[src/rtl/laser_frame_receiver_if.sv]
// Bundle of enable, line input and received-byte signals between the laser receiver and its user.
// The receiver uses the slave modport; the FTDI write path or a bench uses the master modport.
interface laser_frame_receiver_if #(
    parameter int DATA_BITS = 8
);
    logic                 en;
    logic                 laser_rx;
    logic                 data_valid;
    logic [DATA_BITS-1:0] data_out;
    logic                 frame_error;
    logic                 busy;
    logic [15:0]          frame_count;
    logic [7:0]           error_count;

    modport master (
        output en, laser_rx,
        input  data_valid, data_out, frame_error, busy, frame_count, error_count
    );

    modport slave (
        input  en, laser_rx,
        output data_valid, data_out, frame_error, busy, frame_count, error_count
    );
endinterface

[src/rtl/laser_frame_receiver.sv]
// Laser link deserializer: synchronizes the photodiode level, majority-votes each bit at mid-bit,
// checks the stop bit and delivers good bytes as a one-cycle strobe with frame/error counters.
module laser_frame_receiver #(
    parameter int CLKS_PER_BIT = 8,
    parameter int DATA_BITS    = 8
) (
    input  logic                  clock,
    input  logic                  reset,
    laser_frame_receiver_if.slave bus
);
    localparam int MID = CLKS_PER_BIT / 2;
    localparam int CW  = $clog2(CLKS_PER_BIT);
    localparam int BW  = $clog2(DATA_BITS + 1);

    localparam logic [CW-1:0] CNT_LAST = CW'(CLKS_PER_BIT - 1);
    localparam logic [CW-1:0] CNT_SA   = CW'(MID - 1);
    localparam logic [CW-1:0] CNT_SB   = CW'(MID);
    localparam logic [CW-1:0] CNT_VOTE = CW'(MID + 1);
    localparam logic [BW-1:0] BIT_LAST = BW'(DATA_BITS - 1);

    typedef enum logic [2:0] {
        IDLE,
        START,
        DATA,
        STOP,
        BREAK
    } state_t;

    state_t               state;
    state_t               state_next;
    logic                 rx_meta;
    logic                 rx_s;
    logic                 rx_d;
    logic [CW-1:0]        clk_cnt;
    logic [BW-1:0]        bit_cnt;
    logic [DATA_BITS-1:0] shift_reg;
    logic                 samp_a;
    logic                 samp_b;
    logic                 vote;
    logic                 at_vote;
    logic                 shift_en;
    logic                 accept_byte;
    logic                 flag_error;
    logic                 busy_c;
    logic                 data_valid_r;
    logic                 frame_error_r;
    logic [DATA_BITS-1:0] data_out_r;
    logic [15:0]          frame_count_r;
    logic [7:0]           error_count_r;

    // NOTE: sequential state uses non-blocking assignments so every flop samples pre-edge values.
    always_ff @(posedge clock or posedge reset) begin
        if (reset) begin
            rx_meta <= 1'b0;
            rx_s    <= 1'b0;
            rx_d    <= 1'b0;
        end else begin
            rx_meta <= bus.laser_rx;
            rx_s    <= rx_meta;
            rx_d    <= rx_s;
        end
    end

    // The MID+1 sample is taken live so the registered decision lands one edge later.
    assign at_vote = (clk_cnt == CNT_VOTE);
    assign vote    = (samp_a & samp_b) | (samp_a & rx_s) | (samp_b & rx_s);

    always_ff @(posedge clock or posedge reset) begin
        if (reset) state <= IDLE;
        else       state <= state_next;
    end

    // NOTE: every combinational output gets a default first so no latch is inferred.
    always_comb begin
        state_next = state;
        case (state)
            IDLE:    if (rx_s && !rx_d) state_next = START;
            START:   if (at_vote) state_next = vote ? DATA : IDLE;
            DATA:    if (at_vote && bit_cnt == BIT_LAST) state_next = STOP;
            STOP:    if (at_vote) state_next = vote ? BREAK : IDLE;
            BREAK:   if (!rx_s && clk_cnt == CNT_LAST) state_next = IDLE;
            default: state_next = IDLE;
        endcase
        if (!bus.en) state_next = IDLE;
    end

    always_comb begin
        shift_en    = 1'b0;
        accept_byte = 1'b0;
        flag_error  = 1'b0;
        busy_c      = (state != IDLE);
        if (bus.en && at_vote) begin
            case (state)
                DATA:    shift_en = 1'b1;
                STOP:    begin
                    accept_byte = !vote;
                    flag_error  = vote;
                end
                default: ;
            endcase
        end
    end

    // In BREAK clk_cnt counts consecutive dark clocks instead of bit phase.
    always_ff @(posedge clock or posedge reset) begin
        if (reset) begin
            clk_cnt <= '0;
        end else if (state == IDLE || state_next == IDLE ||
                     (state == STOP && state_next == BREAK) ||
                     (state == BREAK && rx_s)) begin
            clk_cnt <= '0;
        end else if (clk_cnt == CNT_LAST) begin
            clk_cnt <= '0;
        end else begin
            clk_cnt <= clk_cnt + 1'b1;
        end
    end

    always_ff @(posedge clock or posedge reset) begin
        if (reset) begin
            samp_a    <= 1'b0;
            samp_b    <= 1'b0;
            bit_cnt   <= '0;
            shift_reg <= '0;
        end else begin
            if (clk_cnt == CNT_SA) samp_a <= rx_s;
            if (clk_cnt == CNT_SB) samp_b <= rx_s;
            if (state == START)  bit_cnt <= '0;
            else if (shift_en)   bit_cnt <= bit_cnt + 1'b1;
            if (shift_en) shift_reg <= {vote, shift_reg[DATA_BITS-1:1]};
        end
    end

    always_ff @(posedge clock or posedge reset) begin
        if (reset) begin
            data_valid_r  <= 1'b0;
            frame_error_r <= 1'b0;
            data_out_r    <= '0;
            frame_count_r <= '0;
            error_count_r <= '0;
        end else begin
            data_valid_r  <= accept_byte;
            frame_error_r <= flag_error;
            if (accept_byte) begin
                data_out_r    <= shift_reg;
                frame_count_r <= frame_count_r + 16'd1;
            end
            if (flag_error && error_count_r != 8'hFF) error_count_r <= error_count_r + 8'd1;
        end
    end

    // Strobes are masked so nothing is announced while the receiver is disabled.
    assign bus.data_valid  = data_valid_r & bus.en;
    assign bus.frame_error = frame_error_r & bus.en;
    assign bus.data_out    = data_out_r;
    assign bus.busy        = busy_c;
    assign bus.frame_count = frame_count_r;
    assign bus.error_count = error_count_r;
endmodule
[src/flat_wrapper.sv]
// flat-port wrapper written by rule: the top's interface ports become plain ports
module laser_frame_receiver_flat 
#(
    parameter int CLKS_PER_BIT = 8,
    parameter int DATA_BITS    = 8
)
  (clock, reset, bus_en, bus_laser_rx, bus_data_valid, bus_data_out, bus_frame_error, bus_busy, bus_frame_count, bus_error_count);
  laser_frame_receiver_if #(.DATA_BITS(DATA_BITS)) bus_i ();
  input  logic clock;
  input  logic reset;
  input wire logic [$bits(bus_i.en)-1:0] bus_en;
  input wire logic [$bits(bus_i.laser_rx)-1:0] bus_laser_rx;
  output wire logic [$bits(bus_i.data_valid)-1:0] bus_data_valid;
  output wire logic [$bits(bus_i.data_out)-1:0] bus_data_out;
  output wire logic [$bits(bus_i.frame_error)-1:0] bus_frame_error;
  output wire logic [$bits(bus_i.busy)-1:0] bus_busy;
  output wire logic [$bits(bus_i.frame_count)-1:0] bus_frame_count;
  output wire logic [$bits(bus_i.error_count)-1:0] bus_error_count;
  assign bus_i.en = bus_en;
  assign bus_i.laser_rx = bus_laser_rx;
  assign bus_data_valid = bus_i.data_valid;
  assign bus_data_out = bus_i.data_out;
  assign bus_frame_error = bus_i.frame_error;
  assign bus_busy = bus_i.busy;
  assign bus_frame_count = bus_i.frame_count;
  assign bus_error_count = bus_i.error_count;
  laser_frame_receiver #(.CLKS_PER_BIT(CLKS_PER_BIT), .DATA_BITS(DATA_BITS)) u_core (.clock(clock), .reset(reset), .bus(bus_i));
endmodule
[config.mk]
export PLATFORM = sky130hd
export DESIGN_NAME = laser_frame_receiver_flat
export DESIGN_NICKNAME = d
export VERILOG_FILES = /design/src/rtl/laser_frame_receiver_if.sv /design/src/rtl/laser_frame_receiver.sv /design/src/flat_wrapper.sv
export SDC_FILE = /design/constraint.sdc
export NUM_CORES = 1
export LEC_CHECK = 0
export CORE_ASPECT_RATIO = 1.25
export CORE_MARGIN = 2
export CORE_UTILIZATION = 44
export DETAILED_ROUTE_END_ITERATION = 10
export HOLD_SLACK_MARGIN = 0.05
export PLACE_DENSITY = 0.75
export RECOVER_POWER = 25
export SLEW_MARGIN = 20
export SYNTH_ARGS = -nofsm -noshare
export SYNTH_HDL_FRONTEND = slang
export SYNTH_SLANG_ARGS = --single-unit
[constraint.sdc]
create_clock -name clock -period 5 [get_ports clock]
set_clock_uncertainty 0.2 [all_clocks]
set_input_delay 1 -clock clock [delete_from_list [all_inputs] [get_ports clock]]
set_output_delay 1 -clock clock [all_outputs]
set_load 0.1 [all_outputs]
==> results list <==
- Layout area overhead: 22.5%
* Kind of capture point of the worst setup path: output pin
- Final number of hold-violating endpoints: 0
- Clock tree root buffer cell: sky130_fd_sc_hd__clkbuf_8
* FMAX: ~290 MHz
* Final Instance Area: around 3200 sq um
- Flop and latch count out of synthesis: 57
- Setup total negative slack on the finished layout was measured at 0 ns.
* Worst-path clk slew: 0.07 ns
- For the worst setup path, the data arrival time is between 2 and 2.5 ns.
* H-tree levels: 3
- Summing all placed instances gives a cell area of ~3000 sq um.
* Maximum vdd drop: 0.154 mV
- Detailed routing inserted a total of about 1.7k vias.
* Final period utilization: 0.685
* Mean instance size in the synthesized netlist: roughly 12 sq um
- The tree built by TritonCTS fans out to 57 sinks.
* Share of final-layout standard cells stronger than drive strength 1: 0.166
* Syn_nets: ~230
- Number of endpoints failing setup at the final stage: 0
- In this run the count of I/O pins placed on the die edge is 39.
* Clock Latency Late Sink: about 0.33 ns
- GRT Total Usage: 0.161
- After the first detailed-routing iteration, the DRC count stood at 72.
- Via count of the first global-routing pass: 1,826
* Number of placed instances, taps included: around 320
* Diode insertion count for antenna repair: 0
- Dividing total power by cell area gives a power density of between 200 and 300 nW/um^2.
* Switching Share: 0.246
* Post-Layout Cell Count: 331
* Power share of the combinational group: 0.027
* Setup repair after global routing missed its margin: no
- Effective utilization at floorplan: 0.452
* Detailed Route WL: between 4000 and 5000 microns
- Measured along the x axis, the die boundary spans 72.7 microns.
* Sw power: roughly 0.00021 W
- Critical Path RT: 3.80 ns
- Number of antenna violations at the first check in global routing: 0
- After clock tree synthesis, the flow added hold-fix buffers numbering 0.
- In this run the standard cell core region covers approximately 5700 sq um.
* DRC violations left: 0
- Filler cells: roughly 500
- Maximum number of pins on one net before global-route repair: 38
- First-pass GRT wire length: 8200 microns
* Result of the run: finished, final reports clean
* Setup repair bufs after CTS: 0
- Buffer depth of the longest clock path: 2
- Number of flip-flops in the largest register: 16
- Worst hold slack: approximately 0.15 ns
- Num CTS Buffers: 9
- The wire-length estimate of the detail-placed layout is between 3000 and 4000 microns.
* Relative slew slack: 0.0729
* Cell variety after synth: 39
- Number of warnings reported in the yosys synthesis log: 0
- Number of nets still failing antenna checks after routing: 0
* Global route total overflow: 0
- In the final routed layout, each cell accounts on average for ~14 microns.
* Clock period minus worst slack: 3.42 ns
- Post-synthesis instance area: ~2600 sq um
* Height of the die: between 80 and 90 microns
- Area contributors post-synth: sky130_fd_sc_hd__dfrtp_1 55%, sky130_fd_sc_hd__mux2_2 8.7%, sky130_fd_sc_hd__xnor2_1 5.7%, sky130_fd_sc_hd__ha_1 3.9%, sky130_fd_sc_hd__nand4_1 2.7%
- Worst Path Class, Setup: flop to output pin
* Least-Margin Pin Slew: 1.39 ns
- Power Total: approximately 0.00086 W
- Using the TritonRoute via totals, the vias-per-cell ratio works out to roughly 5.3.
- In this run, post-CTS repair resized a total of 0 instances.
- The share of total power dissipated in sequential elements is 0.542.
- Worst Hold Class: flop to flop
- In this run the worst path has a maximum fanout of 9.
- STA classifies the critical path startpoint as a flop.
* Clock tree from TritonCTS: built
- The analysis attributes to cell leakage a power of between 1 and 1.5 nW.
- The floorplan has 31 rows.
* Cell accounting for the most synthesized area: sky130_fd_sc_hd__dfrtp_1
- The floorplan step defined a die boundary enclosing roughly 6500 sq um.
* Net total in the final layout: 272
* Maximum Capacitance Violations: 0
- Synthesized netlist cell count: 214
* Internal power contribution: between 0.0006 and 0.0007 W
* Sequential fraction of the synthesis area: 0.550
- Max Slew Vio Count: 0
- GPL Wtd Cong: approximately 0.89
- Proportion of netlist area held by the largest area contributor: 0.550
- Port buffering added 38 buffers.
* Detailed Routing Iterations Pass 1: 4
- The share of total power dissipated in the clock network is 0.431.
==> worst paths after layout <==
path	startpoint	to	slack (ns)	cells after the start
setup / recovery	u_core.state[1]	bus_busy	1.58	2
hold / removal	u_core.rx_meta	u_core.rx_s	0.15	0
setup reg to reg	u_core.clk_cnt[1]	u_core.bus.data_out[7]	2.54	5
hold reg to reg	u_core.rx_meta	u_core.rx_s	0.15	0
max in group asynchronous	reset	u_core.bit_cnt[2]	2.30	3
min in group asynchronous	reset	u_core.bus.data_out[1]	1.31	2
==> Yosys cell counts <==
cell type and number:
sky130_fd_sc_hd__a31o_1 1, sky130_fd_sc_hd__or3_1 1, sky130_fd_sc_hd__nand2_1 9, sky130_fd_sc_hd__nand4_1 11
sky130_fd_sc_hd__nor4_1 1, sky130_fd_sc_hd__nand3_1 13, sky130_fd_sc_hd__nand2b_1 2, sky130_fd_sc_hd__nor3_4 1
sky130_fd_sc_hd__nor4b_1 1, sky130_fd_sc_hd__dfrtp_1 57, sky130_fd_sc_hd__or4b_1 1, sky130_fd_sc_hd__and3_2 1
sky130_fd_sc_hd__nand4_4 1, sky130_fd_sc_hd__or3b_1 1, sky130_fd_sc_hd__xnor2_1 17, sky130_fd_sc_hd__nor3_1 5
sky130_fd_sc_hd__nand4b_1 1, sky130_fd_sc_hd__a21oi_1 6, sky130_fd_sc_hd__a31oi_1 1, sky130_fd_sc_hd__and2b_1 1
sky130_fd_sc_hd__ha_1 8, sky130_fd_sc_hd__xor2_1 7, sky130_fd_sc_hd__a32o_1 1, sky130_fd_sc_hd__nand3b_2 1
sky130_fd_sc_hd__clkbuf_1 1, sky130_fd_sc_hd__maj3_4 1, sky130_fd_sc_hd__and3_1 6, sky130_fd_sc_hd__buf_6 3
sky130_fd_sc_hd__and2_1 3, sky130_fd_sc_hd__and3b_1 1, sky130_fd_sc_hd__nand3b_1 2, sky130_fd_sc_hd__inv_1 9
sky130_fd_sc_hd__nor2b_1 1, sky130_fd_sc_hd__o21ai_0 5, sky130_fd_sc_hd__nor2_1 9, sky130_fd_sc_hd__mux2_2 20
sky130_fd_sc_hd__and4_1 1, sky130_fd_sc_hd__nor2_2 1, sky130_fd_sc_hd__nor3b_1 2
==> power by group through the flow <==
stage	Sequential, W	Combinational (W)	Clock [W]
4_1_cts	0.000465	0.0000251	0.000378
2_1_floorplan	0.000473	0.0000162	0
3_5_place_dp	0.000474	0.0000250	0
5_1_grt	0.000465	0.0000270	0.000399
3_3_place_gp	0.000474	0.0000248	0
6_report	0.000465	0.0000233	0.000370
==> kinds of logic after synthesis <==
logic type,share of synthesized area
DFF,0.550
AOI/OAI and AO/OA,0.0309
adders and majority gates,0.0439
muxes,0.0868
xor gates and xnor gates,0.0810
and+or+nand+nor,0.180
buffers and inverters,0.0275
==> per-layer routing <==
metal | global-route usage | up-vias | routed length [microns]
li1 | - | 845 | -
met1 | 0.189 | 863 | 1990
met2 | 0.269 | 28 | 2430
met3 | 0.0516 | 8 | 147
met4 | 0.0617 | 0 | 90
met5 | 0 | - | 0
==> area by class of cell <==
cell class | instances | area, sq um | area share
Clock buffer | 9 | 124 | 0.0390
Timing Repair Buffer | 39 | 383 | 0.120
Sequential cell | 57 | 1430 | 0.449
Tap cell | 66 | 82.6 | 0.0260
Multi-Input combinational cell | 144 | 1080 | 0.340
Clock inverter | 7 | 47.5 | 0.0150
Inverter | 9 | 33.8 | 0.0106
==> metrics by stage <==
step                      setup slack (ns)  utilization
after detailed placement              1.55        0.527
after global placement                1.63        0.527
final                                 1.58        0.554
after floorplan                       2.07            -
after global routing                  1.51        0.554
after CTS                             1.56        0.556
==> critical path, stage by stage (launching register included) <==
cell and delay, ns:
sky130_fd_sc_hd__dfrtp_1 0.49, sky130_fd_sc_hd__or3_1 0.42, sky130_fd_sc_hd__clkdlybuf4s50_1 0.99
==> cells in the final DEF (no fill, tap or decap), drive strengths merged, types with 5 or more instances in the layout <==
cell           count
ha                 8
o21ai              5
clkbuf             9
xor2               7
clkinv             5
nand4             12
nor3               6
clkdlybuf4s50     33
dfrtp             57
inv                9
and3               7
nand3             13
a21oi              6
nor2              10
xnor2             17
nand2              9
mux2              20
Power figures use the tool's default switching activity.
